`src/rtl/lector_registros_picoblaze.sv`:
```
// Snapshot of the ten clock/timer/config registers, presented one byte at a time
// to a PicoBlaze input port and advanced by its read strobe, with a per-byte timeout.
module lector_registros_picoblaze #(
  parameter logic [7:0] TIMEOUT = 8'd255
) (
  input  logic       clk,
  input  logic       reset,
  input  logic       start,
  input  logic       read_strobe,
  input  logic [7:0] in_seg_hora,
  input  logic [7:0] in_min_hora,
  input  logic [7:0] in_hora_hora,
  input  logic [7:0] in_dia_fecha,
  input  logic [7:0] in_mes_fecha,
  input  logic [7:0] in_jahr_fecha,
  input  logic [7:0] in_seg_timer,
  input  logic [7:0] in_min_timer,
  input  logic [7:0] in_hora_timer,
  input  logic [7:0] in_banderas_config,
  output logic [7:0] data_out,
  output logic [3:0] index,
  output logic       valid,
  output logic       busy,
  output logic       done,
  output logic       bcd_err,
  output logic       timeout_err
);

  typedef enum logic [1:0] {IDLE, CAPTURE, PRESENT, FINISH} state_t;

  state_t     state, state_n;
  logic [7:0] shadow [10];
  logic [7:0] shadow_n [10];
  logic [7:0] raw [10];
  logic [7:0] cnt, cnt_n;
  logic [7:0] data_n;
  logic [3:0] index_n, next_idx;
  logic       valid_n, busy_n, done_n, bcd_n, to_n, bcd_bad;

  always_comb begin
    raw = '{in_seg_hora, in_min_hora, in_hora_hora, in_dia_fecha, in_mes_fecha,
            in_jahr_fecha, in_seg_timer, in_min_timer, in_hora_timer, in_banderas_config};
  end

  // The flags byte (position 9) is not BCD and is excluded from the check.
  always_comb begin
    bcd_bad = 1'b0;
    for (int i = 0; i < 9; i++) begin
      if (raw[i][7:4] > 4'd9 || raw[i][3:0] > 4'd9) bcd_bad = 1'b1;
    end
  end

  assign next_idx = index + 4'd1;

  always_comb begin
    state_n  = state;
    shadow_n = shadow;
    cnt_n    = cnt;
    data_n   = data_out;
    index_n  = index;
    valid_n  = valid;
    done_n   = 1'b0;
    bcd_n    = bcd_err;
    to_n     = timeout_err;
    case (state)
      IDLE: begin
        if (start) state_n = CAPTURE;
      end
      CAPTURE: begin
        shadow_n = raw;
        cnt_n    = 8'd0;
        index_n  = 4'd0;
        data_n   = raw[0];
        valid_n  = 1'b1;
        bcd_n    = bcd_bad;
        to_n     = 1'b0;
        state_n  = PRESENT;
      end
      PRESENT: begin
        // A strobe on the same cycle the counter expires still acknowledges the byte.
        if (read_strobe) begin
          cnt_n = 8'd0;
          if (index == 4'd9) begin
            valid_n = 1'b0;
            done_n  = 1'b1;
            state_n = FINISH;
          end else begin
            index_n = next_idx;
            data_n  = shadow[next_idx];
          end
        end else if (cnt + 8'd1 == TIMEOUT) begin
          cnt_n   = 8'd0;
          to_n    = 1'b1;
          valid_n = 1'b0;
          index_n = 4'd0;
          data_n  = 8'd0;
          state_n = IDLE;
        end else begin
          cnt_n = cnt + 8'd1;
        end
      end
      FINISH: begin
        index_n = 4'd0;
        data_n  = 8'd0;
        state_n = IDLE;
      end
      default: state_n = IDLE;
    endcase
    busy_n = (state_n != IDLE);
  end

  always_ff @(posedge clk or negedge reset) begin
    if (!reset) begin
      state       <= IDLE;
      shadow      <= '{default: 8'd0};
      cnt         <= 8'd0;
      data_out    <= 8'd0;
      index       <= 4'd0;
      valid       <= 1'b0;
      busy        <= 1'b0;
      done        <= 1'b0;
      bcd_err     <= 1'b0;
      timeout_err <= 1'b0;
    end else begin
      state       <= state_n;
      shadow      <= shadow_n;
      cnt         <= cnt_n;
      data_out    <= data_n;
      index       <= index_n;
      valid       <= valid_n;
      busy        <= busy_n;
      done        <= done_n;
      bcd_err     <= bcd_n;
      timeout_err <= to_n;
    end
  end

endmodule
```
`config.mk`:
```
export PLATFORM = sky130hd
export DESIGN_NAME = lector_registros_picoblaze
export DESIGN_NICKNAME = d
export VERILOG_FILES = /design/src/rtl/lector_registros_picoblaze.sv
export SDC_FILE = /design/constraint.sdc
export NUM_CORES = 1
export LEC_CHECK = 0
export BUFFER_PORTS_ARGS = -buffer_cell sky130_fd_sc_hd__buf_2
export CORE_UTILIZATION = 32
export DETAILED_ROUTE_END_ITERATION = 16
export PLACE_DENSITY = 0.56
export SLEW_MARGIN = 20
export SYNTH_ARGS = -nofsm -noshare
export SYNTH_HDL_FRONTEND = slang
export SYNTH_SLANG_ARGS = --single-unit
```
`constraint.sdc`:
```
create_clock -name clk -period 2.5 [get_ports clk]
set_input_delay 0 -clock clk [delete_from_list [all_inputs] [get_ports clk]]
set_output_delay 0 -clock clk [all_outputs]
set_load 0.02 [all_outputs]
```
==> results.yml, run 1 <==
timing:
  whs_ps: 102
  period_share: 0.892
  fmax_mhz: 448
  finClkSkew_ps: 8.15
  slew_headroom: 0.623
  drv_slew: 0
  fin_crit_ps: 2230
  hold_viol_final: 0
  tightest_slew_ps: 566
  grt_setup_unrepaired: "false"
  setup_tns_ps: 0
  setup_viol: 0
clock_tree:
  clock_sinks: 107
  post_cts_resized: 0
  cts_buffers: 9
  clk_pin_slew_worst_paths_ps: 70
  root_buffer: "clkbuf_16"
  clock_path_buffers: 2
  h-tree-depth: 3
  cts_tree: "yes"
  clk_latency_ps: 360
critical_path:
  cp.arrival_ps: 2480
  cp_max_fo: 11
  cp-end-kind: "flip-flop"
  cp.required_ps: 2750
  startpoint_type: "flip-flop"
  path_class: "flip-flop to flip-flop"
cells_and_area:
  mostFrequentLayoutCells: "107 x dfrtp_1, 99 x buf_2, 88 x mux2_2"
  final_common_cell: "dfrtp_1"
  num_antenna_cells: 0
  stdcell_count: 810
  area_delta_synth_final_pct: 35.2
  final_layout_size_suffix_gt1_frac: 0.402
  final_nets: 677
floorplan:
  rows: 47
  die_x_um: 132
  die_area_um2: 17500
  io-pin-count: 101
  fp.dieH_um: 132
  start_util: 0.327
  coreArea_um2: 16600
synthesis:
  synth_top_cell_area_share: 0.493
  ys_ff_latch: 107
  yosysWarnings: 0
  synth_fp_nets: 495
  synth-seq-area-share: 0.493
  yosys.area.top_type: "dfrtp_1"
  yosys-top-cells-area: "dfrtp_1 49%, mux2_2 18%, mux4_1 4.4%"
  syn_avg_cell_area_um2: 13.5
  synth_area_um2: 5430
  yosysUniqueCellTypes: 54
  postSynth.asyncResetShare: 1.00
  synth_ff_type: "dfrtp_1"
  synth_edf_count: 0
  syn_inst: 403
power_and_ir_drop:
  leakagePower_nw: 3.12
  internal-power_mw: 5.31
  peakVddDrop_uv: 451
  power_density_nw_per_um2: 1080
  power_frac_seq: 0.383
  power.share.clock: 0.188
  swShare: 0.329
  pwr-share-comb: 0.429
  switchingPower_mw: 2.61
  power_mw: 7.92
route:
  post_drt_via_cell_ratio: 4.92
  drc: 0
  routedWlPerCell_um: 17.0
  wirelength_um: 13700
  drt_iter0_markers: 212
  postRouteAntennaNets: 0
  dr_total_vias: 3989
  drt_pass1_iterations: 4
place:
  dp.cells: 712
  port_buffers: 100
  gp_congestion: 0.823
  dp_hpwl_um: 10200
grt:
  grt-ovfl-total: 0
  grt_pass1_wl_um: 22500
  track_usage: 0.168
  grt_max_degree: 68
  antenna_found_initial: 0
  first_global_vias: 4160
flow_run:
  drv_cap: 0
hold_path:
  worstHoldPathType: "primary input to flip-flop"
status:
  status: "completed"
metrics by stage:
stage | utilization | setup slack [ps] | cell area [µm²]
3_5_place_dp | 0.374 | 275 | 6200
6_report | 0.442 | 270 | 7340
4_1_cts | 0.442 | 273 | 7340
3_3_place_gp | 0.374 | 353 | 6200
5_1_grt | 0.442 | 130 | 7340
2_1_floorplan | - | 50.2 | 5430
path summary, 6_finish.rpt:
kind                              from    endpoint  slack (ps)  cells past startpoint
min in group asynchronous        reset    index[3]         170                      2
hold / removal             read_strobe       valid         100                      3
setup reg to reg              state[0]    index[2]         270                      8
max in group asynchronous        reset  shadow[13]        1570                      3
setup / recovery              state[0]    index[2]         270                      8
hold reg to reg             shadow[54]  shadow[54]         510                      1
power groups by stage:
stage	combinational, mW	sequential [mW]	clock (mW)
detailed placement	3.32	3.07	0
finish	3.40	3.03	1.49
global placement	3.22	3.06	0
floorplan	2.53	2.94	0
CTS	3.44	3.04	1.53
global route	3.70	3.15	1.59
state kept, by name (all words and copies together) (netlist names):
| name | cells |
|---|---|
| done | 1 |
| index | 4 |
| bcd_err | 1 |
| timeout_err | 1 |
| state | 2 |
| valid | 1 |
| shadow | 80 |
| busy | 1 |
| cnt | 8 |
| data_out | 8 |
cells by family (layout without fill, tap and decap cells):
kind of cell | Yosys count | in the layout | synth area share
buffers and inverters | 28 | 215 | 0.0249
AOI/OAI and AO/OA | 68 | 68 | 0.0869
DFF | 107 | 107 | 0.493
xor gates and xnor gates | 3 | 3 | 0.0118
adders and majority gates | 8 | 8 | 0.0184
muxes | 125 | 125 | 0.302
and+or+nand+nor | 64 | 64 | 0.0629
synth_stat cells, types with 2 or more instances:
cell type / n
o21ai_0: 22
nor2_1: 11
a21oi_1: 8
mux2i_1: 12
mux4_2: 7
o21ai_1: 6
dfrtp_1: 107
nor3_1: 13
nand2_1: 15
nand3_1: 4
mux2_2: 88
o31ai_1: 3
mux4_1: 9
nand4_1: 4
clkbuf_1: 12
a221o_1: 8
o2bb2ai_1: 4
ha_1: 8
nand4b_1: 2
inv_1: 8
buf_2: 5
nor4_1: 2
a31oi_1: 4
mux2_4: 8
or3_1: 2
nand2b_1: 3
cell type report:
class	count	area [µm²]
fill	1562	9250
clock inverter	6	72.6
multi-input combinational	268	2630
inverter	8	30.0
sequential	107	2680
clock buffer	10	239
tap	220	275
timing repair buffer	191	1420
repair_timing:
item                                   in CTS  in global routing
endpoints found under the hold margin     122                  0
hold buffers                               82                  0
setup buffers                               0                  0
per-layer routing:
metal / wire length (µm) / track usage / share of wire / up-vias
li1: - / - / - / 1893
met3: 419 / 0.0235 / 0.030 / 18
met5: 0 / 0 / 0 / -
met1: 6950 / 0.238 / 0.51 / 1986
met2: 6040 / 0.252 / 0.44 / 92
met4: 340 / 0.0792 / 0.025 / 0
critical path, stage by stage (launching register included):
cell     delay (ps)
dfrtp_1         460
inv_1           110
ha_1            430
inv_1           160
a31oi_1         310
nand2_1         120
nor3b_1         210
a21oi_1          70
o32ai_1         250
No activity file was read; power rests on OpenSTA's default activity.
==> inputs of run 2 (changes only) <==
--- a/config.mk
+++ b/config.mk
@@ -8,6 +8,8 @@
 export BUFFER_PORTS_ARGS = -buffer_cell sky130_fd_sc_hd__buf_2
 export CORE_UTILIZATION = 32
 export DETAILED_ROUTE_END_ITERATION = 16
+export HOLD_SLACK_MARGIN = 0.12
+export MAX_ROUTING_LAYER = met4
 export PLACE_DENSITY = 0.56
 export SLEW_MARGIN = 20
 export SYNTH_ARGS = -nofsm -noshare
==> run 2 against run 1 <==
Flip-flop and latch count did not move. Worst setup slack got worse by 8.0 ps. Sequential power barely moved. Critical endpoint unchanged. Wire length is 0.22% higher. Clock skew hardly changed. First-iteration DRC count up 1.4%.
==> results.yml, run 2 (synthesis results as in run 1) <==
status:
  status: "completed"
cells_and_area:
  finish.utilization: 0.443
  fillCellCount: 1561
  reg_top3: "shadow: 80 flops, cnt: 8 flops, data_out: 8 flops"
  largest_reg_flops: 80
  seq_area_um2: 2680
  area_delta_synth_final_pct: 35.4
  final_common_cell: "dfrtp_1"
  num_antenna_cells: 0
  final_nets: 678
  regMostFlops: "shadow"
  final_layout_size_suffix_gt1_frac: 0.401
  stdcell_count: 811
  postLayoutCellArea_um2: 7350
  multi_input_area_um2: 2630
  mostFrequentLayoutCells: "107 x dfrtp_1, 99 x buf_2, 88 x mux2_2"
critical_path:
  path_class: "flip-flop to flip-flop"
  cp_slowest_cell: "dfrtp_1"
  startpoint_type: "flip-flop"
  cp_max_fo: 11
  cp-end-kind: "flip-flop"
  cp.arrival_ps: 2490
  cp.required_ps: 2750
  slowest_delay_ps: 460
  cpMostUsedCell: "inv_1"
  crit_chain: "inv_1 -> ha_1 -> inv_1 -> a31oi_1 -> nand2_1 -> nor3b_1 -> a21oi_1 -> o32ai_1"
timing:
  tightest_slew_ps: 566
  drv_slew: 0
  grt_setup_unrepaired: "false"
  setup_tns_ps: 0
  fmax_mhz: 447
  period_share: 0.895
  hold_viol_final: 0
  finClkSkew_ps: 7.98
  fin_crit_ps: 2240
  setup_viol: 0
  slew_headroom: 0.623
clock_tree:
  cts_buffers: 9
  clock_sinks: 107
  cts_tree: "yes"
  clock_path_buffers: 2
  clk_pin_slew_worst_paths_ps: 70
  h-tree-depth: 3
  clk_latency_ps: 350
  post_cts_resized: 0
  root_buffer: "clkbuf_16"
route:
  drc: 0
  drt_pass1_iterations: 4
  dr_total_vias: 4004
  drt_iter0_markers: 215
  post_drt_via_cell_ratio: 4.94
  postRouteAntennaNets: 0
  wirelength_um: 13800
  routedWlPerCell_um: 17.0
grt:
  grt-ovfl-total: 0
  grt_max_degree: 68
  antenna_found_initial: 0
  track_usage: 0.173
  first_global_vias: 4147
  grt_pass1_wl_um: 22500
floorplan:
  die_x_um: 132
  fp.dieH_um: 132
  coreArea_um2: 16600
  die_area_um2: 17500
  io-pin-count: 101
  rows: 47
  start_util: 0.327
power_and_ir_drop:
  power_density_nw_per_um2: 1080
  leakagePower_nw: 3.12
  peakVddDrop_uv: 451
hold_path:
  worstHoldPathType: "primary input to asynchronous set/reset pin"
place:
  place_area_um2: 6200
  gp_congestion: 0.835
  dp.cells: 712
  dp_hpwl_um: 10200
  port_buffers: 100
flow_run:
  drv_cap: 0
## run 2: path summary, 6_finish.rpt
path,from,end,slack (ps),depth (start not counted)
min reg2reg,shadow[54],shadow[54],510,1
min in group clk,in_min_timer[4],shadow[20],410,3
min,reset,index[3],170,2
max reg2reg,state[0],index[2],260,8
max in group asynchronous,reset,shadow[13],1570,3
max,state[0],index[2],260,8
## run 2: per-stage QoR
step	hold WS [ps]	worst slack, ps	power (mW)
floorplan	-296	50.2	5.47
global placement	21.6	353	6.28
detailed placement	31.4	275	6.39
CTS	192	273	8.00
global route	219	129	8.44
finish	168	262	7.92
## run 2: timing repair
action | CTS | global route
endpoints found under the hold margin | 133 | 0
buffers inserted | 0 | 0
hold buffers | 83 | 0
## run 2: worst max-delay path, delay by kind of cell (launching register included)
family | cells | cell delay (ps)
AND/OR/NAND/NOR | 2 | 330
flip-flops | 1 | 460
adder cells (fa/ha/maj) | 1 | 440
AO/OA/AOI/OAI | 3 | 630
buffers and inverters | 2 | 270
## run 2: layout make-up
cell class                 count  area share
multi-input combinational    268       0.357
timing repair buffer         192       0.194
tap                          220      0.0375
sequential                   107       0.364
clock inverter                 6     0.00988
inverter                       8     0.00409
clock buffer                  10      0.0325
## run 2: where the power goes
part,total (mW),leakage (nW),switching [mW],internal [mW]
Sequential,3.03,1.28,0.513,2.52
Combinational,3.40,1.68,1.42,1.98
Clock,1.49,0.155,0.676,0.817
## run 2: per-layer routing
layer / GRT usage / wire length, µm / vias to the layer above / share of wire
met2: 0.251 / 6070 / 90 / 0.44
met5: - / 0 / - / 0
met3: 0.0227 / 390 / 20 / 0.028
met4: 0.0792 / 339 / 0 / 0.025
met1: 0.241 / 6980 / 1995 / 0.51
li1: - / - / 1899 / -
==> inputs of run 3 (changes only) <==
--- a/config.mk
+++ b/config.mk
@@ -6,11 +6,14 @@
 export NUM_CORES = 1
 export LEC_CHECK = 0
 export BUFFER_PORTS_ARGS = -buffer_cell sky130_fd_sc_hd__buf_2
+export CELL_PAD_IN_SITES_DETAIL_PLACEMENT = 1
+export CELL_PAD_IN_SITES_GLOBAL_PLACEMENT = 1
+export CORE_ASPECT_RATIO = 2
 export CORE_UTILIZATION = 32
 export DETAILED_ROUTE_END_ITERATION = 16
 export HOLD_SLACK_MARGIN = 0.12
 export MAX_ROUTING_LAYER = met4
-export PLACE_DENSITY = 0.56
+export PLACE_DENSITY = 0.65
 export SLEW_MARGIN = 20
 export SYNTH_ARGS = -nofsm -noshare
 export SYNTH_HDL_FRONTEND = slang
==> run 3 against run 2 <==
Worst setup slack lost 57 ps. Critical endpoint is now data_out[5]. Hold slack gained 6.6 ps. Flip-flop and latch count is the same. Critical path depth shrank 2. Design area grew 0.34%.
==> results.yml, run 3 (synthesis results as in run 1) <==
clock_tree:
  clock_sinks: 107
  cts_setup_buffers: 0
  h-tree-depth: 3
  root_buffer: "clkbuf_16"
  cts_tree: "yes"
  cts_buffers: 9
  clk_latency_ps: 350
  clk_pin_slew_worst_paths_ps: 80
  post_cts_resized: 0
  clock_path_buffers: 2
timing:
  drv_slew: 0
  period_share: 0.918
  slew_headroom: 0.576
  fin_crit_ps: 2300
  whs_ps: 174
  hold_viol_final: 0
  grt_setup_unrepaired: "false"
  finClkSkew_ps: 10.3
  setup_viol: 0
  tightest_slew_ps: 631
  setup_tns_ps: 0
  fmax_mhz: 436
route:
  dr_total_vias: 4136
  post_drt_via_cell_ratio: 5.16
  wirelength_um: 16000
  postRouteAntennaNets: 0
  drt_pass1_iterations: 4
  drt_iter0_markers: 115
  drc: 0
  routedWlPerCell_um: 19.9
cells_and_area:
  final_nets: 681
  finish.utilization: 0.442
  mostFrequentLayoutCells: "107 x dfrtp_1, 99 x buf_2, 88 x mux2_2"
  area_delta_synth_final_pct: 35.9
  final_layout_size_suffix_gt1_frac: 0.404
  largest_reg_flops: 80
  regMostFlops: "shadow"
  fillCellCount: 1795
  final_common_cell: "dfrtp_1"
  reg_top3: "shadow: 80 flops, cnt: 8 flops, data_out: 8 flops"
grt:
  grt_pass1_wl_um: 25000
  grt_max_degree: 70
  track_usage: 0.200
  grt-ovfl-total: 0
  first_global_vias: 4539
  antenna_found_initial: 1
critical_path:
  crit_family: "multiplexers"
  cp_slowest_cell: "mux4_1"
  crit_chain: "buf_12 -> mux4_1 -> mux2i_1 -> nor3_1 -> a221o_1 -> mux2_4"
  cp.required_ps: 2740
  cp_max_fo: 26
  path_class: "flip-flop to flip-flop"
  slowest_delay_ps: 630
  worst-path-buf-inv: 1
  cp.arrival_ps: 2530
  startpoint_type: "flip-flop"
  cp-end-kind: "flip-flop"
place:
  dp_hpwl_um: 11700
  port_buffers: 100
  gp_congestion: 0.795
hold_path:
  worstHoldPathType: "primary input to asynchronous set/reset pin"
power_and_ir_drop:
  peakVddDrop_uv: 434
  power_density_nw_per_um2: 1100
  leakagePower_nw: 3.14
status:
  status: "completed"
floorplan:
  die_x_um: 94.1
  coreArea_um2: 16700
  rows: 67
  io-pin-count: 101
  start_util: 0.325
  die_area_um2: 17500
  fp.dieH_um: 186
flow_run:
  drv_cap: 0
[run 3: changes by cell type in the layout (fill, tap and decap cells not counted), sizes merged]
| cell | previous run | this run |
|---|---|---|
| inv | 10 | 13 |
| clkbuf | 10 | 9 |
| buf | 109 | 112 |
| diode | 0 | 1 |
| clkinv | 3 | 1 |
[run 3: layout make-up]
type,count,area (µm²),area share
sequential,107,2680,0.363
multi-input combinational,268,2630,0.356
timing repair buffer,195,1460,0.198
tap,207,259,0.0351
clock buffer,9,225,0.0305
clock inverter,7,90.1,0.0122
inverter,8,30.0,0.00407
antenna,1,2.50,0.000339
[run 3: through the flow]
step / power (mW) / instance area [µm²] / worst slack [ps] / cells
2_1_floorplan: 5.47 / 5430 / 50.2 / 403
3_3_place_gp: 6.35 / 6220 / 330 / 702
3_5_place_dp: 6.53 / 6220 / 234 / 702
4_1_cts: 8.18 / 7370 / 205 / 801
5_1_grt: 8.56 / 7370 / 96.4 / 802
6_report: 8.08 / 7370 / 204 / 802
[run 3: path summary, 6_finish.rpt]
check                                           start          end  slack, ps  depth (start not counted)
worst max register to register               index[0]  data_out[5]        200                          6
worst max-delay path                         index[0]  data_out[5]        200                          6
min in group clk                in_banderas_config[1]    shadow[1]        400                          3
worst min-delay path                            reset   shadow[53]        170                          2
worst min register to register             shadow[45]   shadow[45]        510                          1
max in group asynchronous                       reset   shadow[10]       1530                          3
[run 3: metal layers]
metal | track usage | wire length (µm) | part of all wire | up-vias
li1 | - | - | - | 1895
met1 | 0.208 | 5880 | 0.37 | 2108
met2 | 0.356 | 8880 | 0.56 | 94
met3 | 0.0264 | 336 | 0.021 | 39
met4 | 0.117 | 887 | 0.055 | 0
met5 | - | 0 | 0 | -
[run 3: where the power goes]
group | total (mW) | internal [mW] | switching, mW
combinational | 3.50 | 1.99 | 1.51
clock | 1.52 | 0.809 | 0.711
sequential | 3.05 | 2.52 | 0.533
[run 3: worst reg2reg max path: stages (launching register included)]
cell and delay [ps]:
dfrtp_1 510, buf_12 250, mux4_1 650, mux2i_1 180, nor3_1 70, a221o_1 270, mux2_4 250
[run 3: what timing repair did]
item,CTS,global route
endpoints found under the hold margin,138,0
setup endpoints to repair,0,0
hold buffers,83,0
